$ cat config.mk
export PLATFORM = sky130hd
export DESIGN_NAME = maxnet_seq
export DESIGN_NICKNAME = d
export VERILOG_FILES = /design/src/rtl/maxnet_seq.sv
export SDC_FILE = /design/constraint.sdc
export NUM_CORES = 1
export LEC_CHECK = 0
export CAP_MARGIN = 20
export CORE_MARGIN = 2
export CORE_UTILIZATION = 30
export DETAILED_ROUTE_END_ITERATION = 6
export DONT_BUFFER_PORTS = 1
export SLEW_MARGIN = 0
export SYNTH_ARGS = -nofsm -noshare
export SYNTH_HDL_FRONTEND = slang
export SYNTH_SLANG_ARGS = --single-unit
$ cat constraint.sdc
create_clock -name clk -period 9.4 [get_ports clk]
set_clock_uncertainty 0.1 [all_clocks]
set_input_delay 1.88 -clock clk [delete_from_list [all_inputs] [get_ports clk]]
set_output_delay 1.88 -clock clk [all_outputs]
set_load 0.005 [all_outputs]
$ cat src/rtl/maxnet_seq.sv
// maxnet_seq: iterative four-neuron MaxNet (winner-take-all) sequencer with start/busy/done handshake.
// Optional feature: define MAXNET_ABORT_EN to add an abort input that cancels a run in EVAL/UPDATE.
module maxnet_seq #(
  parameter int W         = 5,
  parameter int EPS_SHIFT = 3,
  parameter int MAX_ITER  = 63
) (
  input  logic                            clk,
  input  logic                            rst,
  input  logic                            start,
`ifdef MAXNET_ABORT_EN
  input  logic                            abort,
`endif
  input  logic [W-1:0]                    a0,
  input  logic [W-1:0]                    a1,
  input  logic [W-1:0]                    a2,
  input  logic [W-1:0]                    a3,
  output logic                            busy,
  output logic                            done,
  output logic [W-1:0]                    result,
  output logic [1:0]                      winner_idx,
  output logic                            none,
  output logic                            timeout,
  output logic [$clog2(MAX_ITER+1)-1:0]   iter_count
);

  localparam int IW = $clog2(MAX_ITER + 1);
  localparam int SW = W + 2;

  typedef enum logic [1:0] {IDLE, EVAL, UPDATE, DONE} state_t;

  state_t        state_q, state_d;
  logic [W-1:0]  r_q   [4];
  logic [W-1:0]  r_upd [4];
  logic [SW-1:0] sum;
  logic [SW-1:0] diff  [4];
  logic [SW-1:0] inhib [4];
  logic [2:0]    nz;
  logic [1:0]    one_idx, max_idx;
  logic          finish, abort_hit;

  // NOTE: every always_comb output gets a default before any branch, so no latch is inferred.
  always_comb begin
    sum = '0;
    for (int i = 0; i < 4; i++) sum = sum + SW'(r_q[i]);
  end

  // Lateral inhibition; a nonzero rival sum always removes at least 1 so the net keeps converging.
  always_comb begin
    for (int i = 0; i < 4; i++) begin
      diff[i]  = sum - SW'(r_q[i]);
      inhib[i] = diff[i] >> EPS_SHIFT;
      if (diff[i] != '0 && inhib[i] == '0) inhib[i] = SW'(1);
      r_upd[i] = (SW'(r_q[i]) > inhib[i]) ? r_q[i] - inhib[i][W-1:0] : '0;
    end
  end

  // Nonzero count, the sole survivor's index, and the largest value (lowest index wins ties).
  always_comb begin
    nz      = '0;
    one_idx = '0;
    max_idx = '0;
    for (int i = 0; i < 4; i++) begin
      if (r_q[i] != '0) begin
        nz      = nz + 3'd1;
        one_idx = 2'(i);
      end
      if (r_q[i] > r_q[max_idx]) max_idx = 2'(i);
    end
  end

  assign finish = (nz <= 3'd1) || (iter_count == IW'(MAX_ITER));

`ifdef MAXNET_ABORT_EN
  assign abort_hit = abort && (state_q == EVAL || state_q == UPDATE);
`else
  assign abort_hit = 1'b0;
`endif

  always_comb begin
    state_d = state_q;
    unique case (state_q)
      IDLE:    if (start) state_d = EVAL;
      EVAL:    state_d = finish ? DONE : UPDATE;
      UPDATE:  state_d = EVAL;
      DONE:    state_d = IDLE;
    endcase
    if (abort_hit) state_d = IDLE;
  end

  // NOTE: sequential state uses non-blocking assignments so all registers see pre-edge values.
  always_ff @(posedge clk or negedge rst) begin
    if (!rst) state_q <= IDLE;
    else      state_q <= state_d;
  end

  always_ff @(posedge clk or negedge rst) begin
    if (!rst) begin
      // NOTE: the activation array is only four small registers, so it is reset like any other state.
      for (int i = 0; i < 4; i++) r_q[i] <= '0;
      busy       <= 1'b0;
      result     <= '0;
      winner_idx <= '0;
      none       <= 1'b0;
      timeout    <= 1'b0;
      iter_count <= '0;
    end else if (abort_hit) begin
      busy    <= 1'b0;
      timeout <= 1'b1;
    end else begin
      unique case (state_q)
        IDLE: if (start) begin
          r_q[0]     <= a0;
          r_q[1]     <= a1;
          r_q[2]     <= a2;
          r_q[3]     <= a3;
          iter_count <= '0;
          none       <= 1'b0;
          timeout    <= 1'b0;
          busy       <= 1'b1;
        end
        EVAL: begin
          if (nz == 3'd1) begin
            result     <= r_q[one_idx];
            winner_idx <= one_idx;
          end else if (nz == 3'd0) begin
            none       <= 1'b1;
            result     <= '0;
            winner_idx <= '0;
          end else if (iter_count == IW'(MAX_ITER)) begin
            timeout    <= 1'b1;
            result     <= r_q[max_idx];
            winner_idx <= max_idx;
          end
        end
        UPDATE: begin
          for (int i = 0; i < 4; i++) r_q[i] <= r_upd[i];
          iter_count <= iter_count + IW'(1);
        end
        DONE: busy <= 1'b0;
      endcase
    end
  end

  assign done = (state_q == DONE);

endmodule
Word level (Yosys, flattened, before mapping):

Cells that the tools add are included.

* latch bits: 0
* memory bits (read-only): 0
* word-level logic and storage cells: 133
* RAM bits: 0
* input port bits: 23
* register bits after elaboration: 38
* memories: 0

* add/sub/neg operators: 15
* magnitude comparators: 12
* multipliers: 0
* bitwise logic cells: 4
* div/mod/pow operators: 0
* mux-type cells: 53
* shift-type cells: 0
* eq/ne operators: 10
* reduce and logical (&&, ||, !) cells: 28

Operators by type and width (number)
* 5-bit two-way mux: 15
* 5-bit binary-select mux with 2-bit select: 4
* 20-bit one-hot mux with 2 select lines: 1
* 5-bit by 7-bit greater-than comparator with 1-bit output: 4
* 7-bit logical NOT: 4
* 7-bit nonzero test: 4
* 7-bit by 5-bit subtractor with 7-bit output: 4
* 20-bit two-way mux: 1
* 5-bit nonzero test: 4
* 5-bit subtractor: 4
* 2-bit two-way mux: 8
* 4-bit two-way mux: 4
* 5-bit greater-than comparator: 3
* 3-bit greater-or-equal comparator, second input constant: 4
* 2-bit NOT with 3-bit output: 4
* 6-bit one-hot mux with 2 select lines: 1
* 1-bit two-way mux: 11
* 2-bit != test, second input constant: 5
* 3-bit by 1-bit adder with 3-bit output, second input constant: 3
* 3-bit two-way mux: 3
* 2-bit one-hot mux with 4 select lines: 1
* 6-bit by 5-bit adder with 7-bit output: 1
* 7-bit by 5-bit adder with 7-bit output: 1
* 5-bit by 5-bit adder with 6-bit output: 1
* other kinds (17): 27

Depth between registers and ports, before layout:

* depth after elaboration: 21
* gate-level depth with buffers: 22
* mapped depth without buffers: 22

Worst setup path after synthesis:

OpenSTA, ideal clock, no wires.

* path type: flip-flop to flip-flop
* from: reg r_q[11] in the netlist's numbering
* to: reg r_q[14] in the netlist's numbering
* required time: 9.179 ns
* setup slack: 4.392 ns
* clock period less this slack: 5.008 ns
* data arrival time: 4.786 ns
* cell stages (with the launch flop): 23
* cells stage by stage: dfrtp_1 -> inv_1 -> fa_1 -> fa_1 -> inv_1 -> ha_1 -> fa_1 -> ha_1 -> a21o_1 -> a21oi_1 -> nor2b_1 -> nor3_1 -> xor2_1 -> a41o_1 -> ha_1 -> inv_1 -> fa_1 -> a21oi_1 -> nor2_1 -> nor2_1 -> o21ai_0 -> a22oi_1 -> nand2_1

* cells in the longest elaborated chain, start to end: 10

Ends and longest elaborated chain
* start: declaration: RTL line 33 `logic [W-1:0] r_q [4];`
* 5-bit by 5-bit adder with 6-bit output: RTL line 45 `for (int i = 0; i < 4; i++) sum = sum + SW'(r_q[i]);`
* 6-bit by 5-bit adder with 7-bit output: RTL line 45
* 7-bit by 5-bit adder with 7-bit output: RTL line 45
* 7-bit by 5-bit subtractor with 7-bit output: RTL line 51 `diff[i] = sum - SW'(r_q[i]);`
* 7-bit nonzero test / 7-bit logical NOT (equally long branches): RTL line 53 `if (diff[i] != '0 && inhib[i] == '0) inhib[i] = SW'(1);`
* 1-bit logical AND: RTL line 53
* 4-bit two-way mux: RTL line 53
* 5-bit by 7-bit greater-than comparator with 1-bit output / 5-bit subtractor (equally long branches): RTL line 54 `r_upd[i] = (SW'(r_q[i]) > inhib[i]) ? r_q[i] - inhib[i][W-1:0] : '0;`
* 5-bit two-way mux *: RTL line 54
* 20-bit one-hot mux with 2 select lines *: RTL line 111 `unique case (state_q)`

Every way passes the cells marked *; elsewhere a longest branch is shown, timed or not.
A chain may end at the register's enable or synchronous reset.

Final worst setup path:

* from: reg r_q[11] in the netlist's numbering
* to: reg r_q[9] in the netlist's numbering

* cells in the longest elaborated chain, start to end: 10

Ends and longest elaborated chain (RTL line)
* 5-bit by 5-bit adder with 6-bit output *: 45
* 6-bit by 5-bit adder with 7-bit output *: 45
* 7-bit by 5-bit adder with 7-bit output *: 45
* 7-bit by 5-bit subtractor with 7-bit output *: 51
* 7-bit nonzero test / 7-bit logical NOT (equally long branches): 53
* 1-bit logical AND: 53
* 4-bit two-way mux *: 53
* 5-bit by 7-bit greater-than comparator with 1-bit output / 5-bit subtractor (equally long branches): 54
* 5-bit two-way mux *: 54
* 20-bit one-hot mux with 2 select lines *: 111

Marks and branches as above.

==> flow_metrics.env <==
export IMPL_status="completed"
export IMPL_setup_viol_count_final=0
export IMPL_grt_pass1_wl_um=22100
export IMPL_fin_crit_sh_pct=62.3
export IMPL_antenna_found_initial=0
export IMPL_die_h_um=128
export IMPL_cts_buffers=5
export IMPL_final_cell_mix="ha_1, inv_1, dfrtp_1, a21oi_1, nand2_1"
export IMPL_drv_cap=0
export IMPL_dr_pass1_iters=5
export IMPL_wire_per_inst_um=19.0
export IMPL_fin_setup_tns_ps=0
export IMPL_path_clk_slew_ps=60
export IMPL_design_die_area_um2=16300
export IMPL_end_kind="register"
export IMPL_async_flop_share_pct=100
export IMPL_grt_max_degree=39
export IMPL_cts_tree="done"
export IMPL_wirelength_um=13700
export IMPL_dp_hpwl_um=10500
export IMPL_first_iter_violations=419
export IMPL_rows=45
export IMPL_worstRegToRegCells=20
export IMPL_globalplace_congestion=0.957
export IMPL_final_common_cell="ha_1"
export IMPL_synthFlopType="dfrtp_1"
export IMPL_synth_edff_count=0
export IMPL_initial_core_util_pct=30.4
export IMPL_drtAntennaViolNets=0
export IMPL_clockBufferDepth=2
export IMPL_cts_resized=0
export IMPL_grt_pass1_vias=4217
export IMPL_via_per_inst=5.79
export IMPL_io_buffers=0
export IMPL_hold_start="none"
export IMPL_synth_cell_types=54
export IMPL_design_area_um2=4930
export IMPL_grt_usage_pct=17.1
export IMPL_required_ps=9480
export IMPL_hold_depth=2
export IMPL_final_hold_viol_count=0
export IMPL_synth_avg_cell_area_um2=8.55
export IMPL_ioPinCount=40
export IMPL_root_buffer="clkbuf_16"
export IMPL_nets=637
export IMPL_seq_area_frac_synth_pct=20.7
export IMPL_drv_slew=0
export IMPL_vias=4178
export IMPL_coreArea_um2=15100
export IMPL_reg2reg_from="r_q[11]"
export IMPL_relSlewSlack_pct=27.5
export IMPL_synth_cells=537
export IMPL_cts_setup_buffers=0
export IMPL_synth_nets=642
export IMPL_overflow=0
export IMPL_max_freq_ghz=0.171
export IMPL_arrival_ps=5930
export IMPL_worstMarginPinSlew_ps=1080
export IMPL_hold_buffers=0
export IMPL_period_minus_slack_ps=5850
export IMPL_cp_start_kind="register"
export IMPL_whs_ps=425
export IMPL_die_w_um=128
export IMPL_worstSkewPairLatency_ps=290
export IMPL_holdCritPathClass="register to register"
export IMPL_hold_end="none"
export IMPL_drcViolationCount=0
export IMPL_drive_above_1_share_pct=4.13
export IMPL_ys_ff_latch=38
export IMPL_htree_num_levels=2
export IMPL_worstReg2RegEnd="r_q[9]"
export IMPL_rsz0062_at_grt="false"
export IMPL_rrSetupSlack_ps=3550
export IMPL_placed_area_um2=4780
export IMPL_pre_cts_ws_ps=3610
export IMPL_fin_ws_ps=3550
export IMPL_numClockSinks=38
export IMPL_area_growth_pct=7.30
export IMPL_yosysWarnings=0
export IMPL_crit_type="register to register"
export IMPL_n_antenna_cell=0
export IMPL_cp_max_fo=8
export IMPL_synth_area_um2=4590
[synth_stat cells, types with 4 or more instances]
| cell type | number | area share (%) |
|---|---|---|
| a31oi_1 | 13 | 1.8 |
| xnor2_1 | 14 | 2.7 |
| ha_1 | 64 | 17 |
| nor2b_1 | 11 | 1.5 |
| a22oi_1 | 9 | 1.5 |
| nor2_1 | 29 | 2.4 |
| nand2b_1 | 4 | 0.54 |
| o22ai_1 | 13 | 1.8 |
| o21a_1 | 10 | 1.6 |
| nor3_1 | 7 | 0.76 |
| o21ai_0 | 31 | 3.4 |
| inv_1 | 55 | 4.5 |
| a41o_1 | 4 | 0.87 |
| xor2_1 | 16 | 3.1 |
| nand3_1 | 9 | 0.98 |
| o21bai_1 | 5 | 0.82 |
| nand2_1 | 32 | 2.6 |
| a21o_1 | 20 | 3.3 |
| nand4_1 | 14 | 1.9 |
| fa_1 | 18 | 7.8 |
| o31ai_1 | 7 | 1.1 |
| dfrtp_1 | 38 | 21 |
| nand3b_1 | 6 | 0.98 |
| clkbuf_1 | 11 | 0.90 |
| a21oi_1 | 36 | 3.9 |
| o211ai_1 | 15 | 2.5 |
[critical path: stages, from the launching register on]
cell and delay, ps:
dfrtp_1 490, inv_1 310, fa_1 490, fa_1 520
inv_1 50, ha_1 210, fa_1 400, xor2_1 470
ha_1 370, a21oi_1 270, xor2_1 490, a41o_1 260
ha_1 170, inv_1 60, fa_1 400, nand2_1 90
nand2_1 50, a21oi_1 170, o21ai_0 100, a22oi_1 180
nand2_1 70
[flip-flops by register name, indices dropped and copies added (netlist names)]
| name | flops |
|---|---|
| result | 5 |
| r_q | 20 |
| iter_count | 6 |
| state_q | 2 |
| busy | 1 |
| winner_idx | 2 |
| timeout | 1 |
| none | 1 |
[worst max path at each step]
stage / start / to / slack (ps) / cells after the start
after global routing: r_q[6] / r_q[14] / 3210 / 22
final: r_q[11] / r_q[9] / 3550 / 20
after global placement: r_q[11] / r_q[4] / 3750 / 22
after CTS: r_q[6] / r_q[4] / 3580 / 22
after floorplan: r_q[11] / r_q[14] / 4390 / 22
after detailed placement: r_q[6] / r_q[4] / 3610 / 22
[layer usage]
metal  GRT usage (%)  wire length (um)  vias up
li1                -                 -     1953
met1            23.7              6240     2036
met2            27.2              6240      173
met3            3.84               985       16
met4            4.14               223        0
met5               0                 0        -
[logic make-up (layout without fill, tap and decap cells)]
family,count (synthesis),in the layout,synth area share [%]
flops,38,38,20.7
mux,3,3,0.654
buf+inv,68,64,5.75
compound gates,187,187,27.5
xor+xnor,30,30,5.72
fa+ha+maj,82,82,25.3
simple gates,129,129,14.4
[area by class of cell]
cell class                      count  area (um2)
Sequential cell                    38         951
Inverter                           55         206
Timing Repair Buffer                1        7.51
Tap cell                          188         235
Multi-Input combinational cell    431        3380
Fill cell                        1614       10200
Clock buffer                        7         143
Clock inverter                      1        5.00
[metrics by stage]
stage | instances | util [%]
after global routing | 721 | 32.7
after global placement | 713 | 31.7
after CTS | 721 | 32.7
final | 721 | 32.7
after floorplan | 537 | -
after detailed placement | 713 | 31.7
Power is left out: the tool's default activity adds up to more than one toggle a clock period on the data nets, which glitch-free logic cannot reach.
